$ cat config.mk
export PLATFORM = sky130hd
export DESIGN_NAME = serializer_arbiter
export DESIGN_NICKNAME = d
export VERILOG_FILES = /design/src/rtl/serializer_arbiter.sv
export SDC_FILE = /design/constraint.sdc
export NUM_CORES = 1
export LEC_CHECK = 0
export ABC_CLOCK_PERIOD_IN_PS = 1600
export BUFFER_PORTS_ARGS = -buffer_cell sky130_fd_sc_hd__clkbuf_2
export CAP_MARGIN = 5
export CELL_PAD_IN_SITES_DETAIL_PLACEMENT = 1
export CELL_PAD_IN_SITES_GLOBAL_PLACEMENT = 2
export CORE_AREA = 2 2 101 103
export DETAILED_ROUTE_END_ITERATION = 10
export DIE_AREA = 0 0 103 105
export GPL_TIMING_DRIVEN = 1
export PLACE_DENSITY = 0.84
export SLEW_MARGIN = 30
export SYNTH_ARGS = -nofsm -noshare
export SYNTH_HDL_FRONTEND = slang
export SYNTH_SLANG_ARGS = --single-unit
$ cat constraint.sdc
create_clock -name clk_i -period 1.6 [get_ports clk_i]
set_input_delay 0.24 -clock clk_i [delete_from_list [all_inputs] [get_ports clk_i]]
set_output_delay 0.24 -clock clk_i [all_outputs]
set_load 0.01 [all_outputs]
$ cat src/rtl/serializer_arbiter.sv
`default_nettype none
// ============================================================================
// Module   : serializer_arbiter
// Purpose  : Round-robin scheduler sharing one 16-bit MSB-first serializer
//            between N_REQ requesters. Takes one word per valid/ready
//            handshake. Drops words whose data_mod the serializer ignores
//            (1, 2). Issues all other words as a one-cycle data_val pulse,
//            then tracks serializer busy until the transfer completes.
// Revision : 1.0  initial release
// ============================================================================
module serializer_arbiter #(
    parameter int N_REQ        = 4,
    parameter int BUSY_TIMEOUT = 4
) (
    input  logic                       clk_i,
    input  logic                       srst_i,
    input  logic [N_REQ*16-1:0]        req_data_i,
    input  logic [N_REQ*4-1:0]         req_mod_i,
    input  logic [N_REQ-1:0]           req_val_i,
    output logic [N_REQ-1:0]           req_ready_o,
    output logic [15:0]                ser_data_o,
    output logic [3:0]                 ser_mod_o,
    output logic                       ser_val_o,
    input  logic                       ser_busy_i,
    output logic [$clog2(N_REQ)-1:0]   grant_id_o,
    output logic                       active_o,
    output logic                       drop_o,
    output logic                       timeout_o
);

    localparam int c_ID_W  = $clog2(N_REQ);
    localparam int c_CNT_W = $clog2(BUSY_TIMEOUT + 1);

    typedef enum logic [1:0] {
        S_IDLE      = 2'd0,
        S_ISSUE     = 2'd1,
        S_WAIT_BUSY = 2'd2,
        S_WAIT_DONE = 2'd3
    } state_t;

    state_t                r_state;
    state_t                w_state_nxt;
    logic [c_ID_W-1:0]     r_ptr;
    logic [c_ID_W-1:0]     r_grant_id;
    logic [15:0]           r_data;
    logic [3:0]            r_mod;
    logic [c_CNT_W-1:0]    r_cnt;
    logic                  r_drop;

    logic [15:0]           w_data_arr [N_REQ];
    logic [3:0]            w_mod_arr  [N_REQ];
    logic                  w_found;
    logic [c_ID_W-1:0]     w_winner;
    logic                  w_grant;
    logic                  w_is_drop;
    logic                  w_timeout;

    // Split the flat requester buses into per-requester words
    generate
        for (genvar g = 0; g < N_REQ; g++) begin : g_unpack
            assign w_data_arr[g] = req_data_i[16*g +: 16];
            assign w_mod_arr[g]  = req_mod_i[4*g +: 4];
        end
    endgenerate

    // Round-robin search: first valid requester after the last one served
    always_comb begin : p_search
        int                v_idx;
        logic [c_ID_W-1:0] v_sel;
        v_idx    = 0;
        v_sel    = '0;
        w_found  = 1'b0;
        w_winner = '0;
        for (int i = 1; i <= N_REQ; i++) begin
            v_idx = (int'(r_ptr) + i) % N_REQ;
            v_sel = c_ID_W'(v_idx);
            if (!w_found && req_val_i[v_sel]) begin
                w_found  = 1'b1;
                w_winner = v_sel;
            end
        end
    end

    // A handshake happens only in IDLE with the serializer idle and not in reset
    assign w_grant     = (r_state == S_IDLE) && !ser_busy_i && w_found && !srst_i;
    assign w_is_drop   = (w_mod_arr[w_winner] == 4'd1) || (w_mod_arr[w_winner] == 4'd2);
    assign req_ready_o = w_grant ? (N_REQ'(1) << w_winner) : '0;

    // Next-state logic; timeout fires on the last allowed WAIT_BUSY cycle
    always_comb begin
        w_state_nxt = r_state;
        w_timeout   = 1'b0;
        case (r_state)
            S_IDLE: begin
                if (w_grant && !w_is_drop) begin
                    w_state_nxt = S_ISSUE;
                end
            end
            S_ISSUE: begin
                w_state_nxt = S_WAIT_BUSY;
            end
            S_WAIT_BUSY: begin
                if (ser_busy_i) begin
                    w_state_nxt = S_WAIT_DONE;
                end else if (r_cnt == c_CNT_W'(BUSY_TIMEOUT - 1)) begin
                    w_timeout   = 1'b1;
                    w_state_nxt = S_IDLE;
                end
            end
            S_WAIT_DONE: begin
                if (!ser_busy_i) begin
                    w_state_nxt = S_IDLE;
                end
            end
            default: begin
                w_state_nxt = S_IDLE;
            end
        endcase
    end

    // State register, capture registers, pointer and busy-wait counter
    always_ff @(posedge clk_i) begin
        if (srst_i) begin
            r_state    <= S_IDLE;
            r_ptr      <= c_ID_W'(N_REQ - 1);
            r_grant_id <= '0;
            r_data     <= '0;
            r_mod      <= '0;
            r_cnt      <= '0;
            r_drop     <= 1'b0;
        end else begin
            r_state <= w_state_nxt;
            r_drop  <= w_grant && w_is_drop;
            if (w_grant) begin
                r_data     <= w_data_arr[w_winner];
                r_mod      <= w_mod_arr[w_winner];
                r_grant_id <= w_winner;
                r_ptr      <= w_winner;
            end
            if (r_state == S_ISSUE) begin
                r_cnt <= '0;
            end else if ((r_state == S_WAIT_BUSY) && !ser_busy_i) begin
                r_cnt <= r_cnt + c_CNT_W'(1);
            end
        end
    end

    // Combinational outputs are forced low while reset is asserted
    assign ser_data_o = r_data;
    assign ser_mod_o  = r_mod;
    assign grant_id_o = r_grant_id;
    assign ser_val_o  = (r_state == S_ISSUE) && !srst_i;
    assign active_o   = (r_state != S_IDLE) && !srst_i;
    assign drop_o     = r_drop;
    assign timeout_o  = w_timeout && !srst_i;

endmodule
`default_nettype wire

==> impl_metrics.toml <==
[yosys]
avgSynthCellArea_sq_um = 9.510
yosys_warnings = 0
synth_fa_ha_area_share_pct = 1.207
synthArstFlopShare_pct = 0
synth_xor_area_share_pct = 1.690
ys_ff_latch = 30
synth_area_sq_um = 2073
synth_cells = 218
synth_edf_count = 0
synth_compound_area_share_pct = 11.04
synth_mux_area_share_pct = 32.65
ys_types = 34
synth_top_family_by_area = "multiplexers"
synth_seq_area_share_pct = 28.97
synth_top_flop_cell = "dfxtp_1"
syn_nets = 307
synthSimpleGateAreaFrac_pct = 18.04

[sta]
rsz0062_at_grt = "yes"
finalHoldViolCount = 0
maxSlewViolCount = 0
setup_slack_ps = -320.8
max_freq_mhz = 520.6
worst_pin_slew_ps = 418.0
finalCriticalPeriod_ps = 1921
setup_violations = 29
fin_worst_skew_ps = 3.964
slew_headroom_pct = 71.88
finalCritPeriodShare_pct = 120.0

[status]
violations = "negative setup slack"
status = "complete, but fails checks"

[pwr]
powerDensity_nw_per_um2 = 866.8
p_int_mw = 2.025
power_mw = 3.015
swShare_pct = 32.85
p_leak_nw = 1.672
p_seq_share_pct = 30.0
ir_drop_mv = 0.2923
power.switching_mw = 0.9904
combPwrFrac_pct = 50.3
clkPwrFrac_pct = 19.7

[floorplan]
core_sq_um = 9639
start_util_pct = 21.51
io_pins = 117
die_w_microns = 103
num_rows = 36
die_y_microns = 105
dieArea_sq_um = 10820

[placed_design]
portBuffers = 116
post-dp-hpwl_mm = 5.271
gp_congestion = 0.7429

[global_route]
grt_util_all_layers_pct = 12.43
grt_max_degree = 35
grt_pass1_vias = 2185
grt_overflow = 0
grt_pass1_wl_mm = 10.49
antenna_found_initial = 0

[drt]
dr.pass1.iters = 4
wire_per_inst_microns = 15.53
route.detailed.drc = 0
drtIter0Drc = 43
viasPerCell = 4.504
wirelength_mm = 7.733
ant_nets = 0
vias = 2243

[critical_path]
start_kind = "register"
path_class = "register to output port"
path_max_fanout = 3
critPathArrivalTime_ps = 1680
cp_data_required_time_ps = 1360
reg2reg_from = "r_ptr[0]"
worst_r2r_path_depth = 8
worstSetupEndpointType = "output port"
ff2ff_setup_slack_ps = -220
worstReg2RegEnd = "ser_data_o[7]"

[cells_and_area]
seqCellArea_sq_um = 606.8
drive_gt1_share_pct = 60.55
fin_nets = 454
diodes = 0
fillers = 1184
multiInputGateArea_sq_um = 1521
syn_to_final_growth_pct = 67.77
final_util_pct = 36.09

[hold_path]
holdPathStages = 3
worstHoldStart = "ser_busy_i"
min_to = "r_state[0]"
hold_class = "input port to register"

[clocking]
clk_path_buf_depth = 2
clk_pin_slew_ps = 70
cts_root_buffer = "clkbuf_8"
cts_tree = "yes"
numCtsBuffers = 5
h-tree-depth = 2
insertion_delay_ps = 280
cts.sinks = 30

[flow_run]
cap_violations = 0
==> flip-flops by register name (all words and copies together) (netlist names) <==
name,count
r_state,2
ser_data_o,16
drop_o,1
r_cnt,3
ser_mod_o,4
grant_id_o,2
r_ptr,2
==> cell type report <==
| type | instances | share of cell area [%] |
|---|---|---|
| multi-input combinational | 169 | 43.74 |
| sequential | 30 | 17.45 |
| clock buffer | 7 | 2.194 |
| tap | 133 | 4.784 |
| inverter | 1 | 0.1079 |
| timing repair buffer | 158 | 31.73 |
==> Yosys cell counts (2+ instances only) <==
cell type / instances / area share [%]
ha_1: 2 / 1.2
nand3b_1: 18 / 6.5
clkbuf_1: 5 / 0.91
nor4_1: 2 / 0.60
nor3_1: 5 / 1.2
dfxtp_1: 30 / 29
o21ai_1: 19 / 4.6
a31oi_1: 3 / 0.91
xnor2_1: 4 / 1.7
nor2_1: 17 / 3.1
mux2i_1: 44 / 21
o21ai_2: 6 / 2.5
buf_2: 4 / 0.97
nand2b_1: 4 / 1.2
mux2_2: 21 / 11
nand3b_2: 4 / 2.2
a21oi_1: 4 / 0.97
nand2_1: 3 / 0.54
buf_6: 7 / 3.8
nor2b_1: 2 / 0.60
==> critical path, stage by stage (launching register included) <==
cell	delay (ps)
dfxtp_2	320
or2_4	250
or4_4	470
nor2_4	120
and2_4	150
buf_6	90
==> kinds of logic after synthesis <==
kind of cell,Yosys count
flops,30
mux,65
fa+ha+maj,2
compound gates,37
xor+xnor,4
buf+inv,19
simple gates,61
==> timing repair <==
| item | in CTS | in global routing |
|---|---|---|
| setup endpoints to repair | 26 | 28 |
| hold buffers | 0 | 0 |
| gates cloned | 0 | 3 |
| setup buffers | 7 | 11 |
| gates resized for setup | 30 | 51 |
| pin swaps | 2 | 4 |
==> power by group through the flow <==
stage	combinational (mW)	clock (mW)	sequential (mW)
floorplan	0.670	0	0.953
global placement	1.13	0	0.910
detailed placement	1.15	0	0.919
CTS	1.29	0.630	0.905
global route	1.62	0.648	0.917
finish	1.52	0.594	0.906
==> worst max path at each step <==
stage | slack [ps] | to | cells after the start | start
2_1_floorplan | -110 | req_ready_o[0] | 6 | r_state[0]
3_3_place_gp | -140 | grant_id_o[1] | 6 | req_val_i[1]
3_5_place_dp | -150 | grant_id_o[1] | 6 | req_val_i[1]
4_1_cts | -340 | req_ready_o[0] | 5 | r_state[0]
5_1_grt | -370 | req_ready_o[0] | 7 | r_ptr[0]
6_report | -320 | req_ready_o[0] | 5 | r_state[0]
==> stage by stage <==
| step | instance area [sq um] | TNS [ps] | setup WS, ps | hold WS, ps | instances |
|---|---|---|---|---|---|
| floorplan | 2095 | -340.2 | -111.8 | 372.6 | 218 |
| global placement | 2943 | -2474 | -141.5 | 443.5 | 472 |
| detailed placement | 2943 | -2817 | -148.0 | 465.5 | 472 |
| CTS | 3171 | -5127 | -344.4 | 349.0 | 485 |
| global route | 3478 | -7090 | -369.6 | 363.9 | 498 |
| finish | 3478 | -5050 | -320.8 | 363.6 | 498 |
==> cell usage in the layout, fill, tap and decap left out, types with 5 or more instances in the layout <==
master    synthesis  layout
buf_6             7      12
nand3b_1         18      18
dfxtp_2           0       5
o21ai_1          19       8
buf_12            0       5
mux2_4            0      21
mux2i_1          44      44
clkbuf_8          0       5
buf_4             1      20
nor2_1           17      14
dfxtp_1          30      25
o21ai_2           6      17
clkbuf_2          0     111
==> per-layer routing <==
layer / global-route usage, % / share of wire, % / up-vias / wire (microns)
met3: 3.278 / 5.8 / 7 / 447
met2: 23.05 / 54 / 70 / 4172
met5: 0 / 0 / - / 0
met4: 3.102 / 1.1 / 0 / 85
li1: - / - / 1090 / -
met1: 13.70 / 39 / 1076 / 3028
Power figures use the tool's default switching activity.
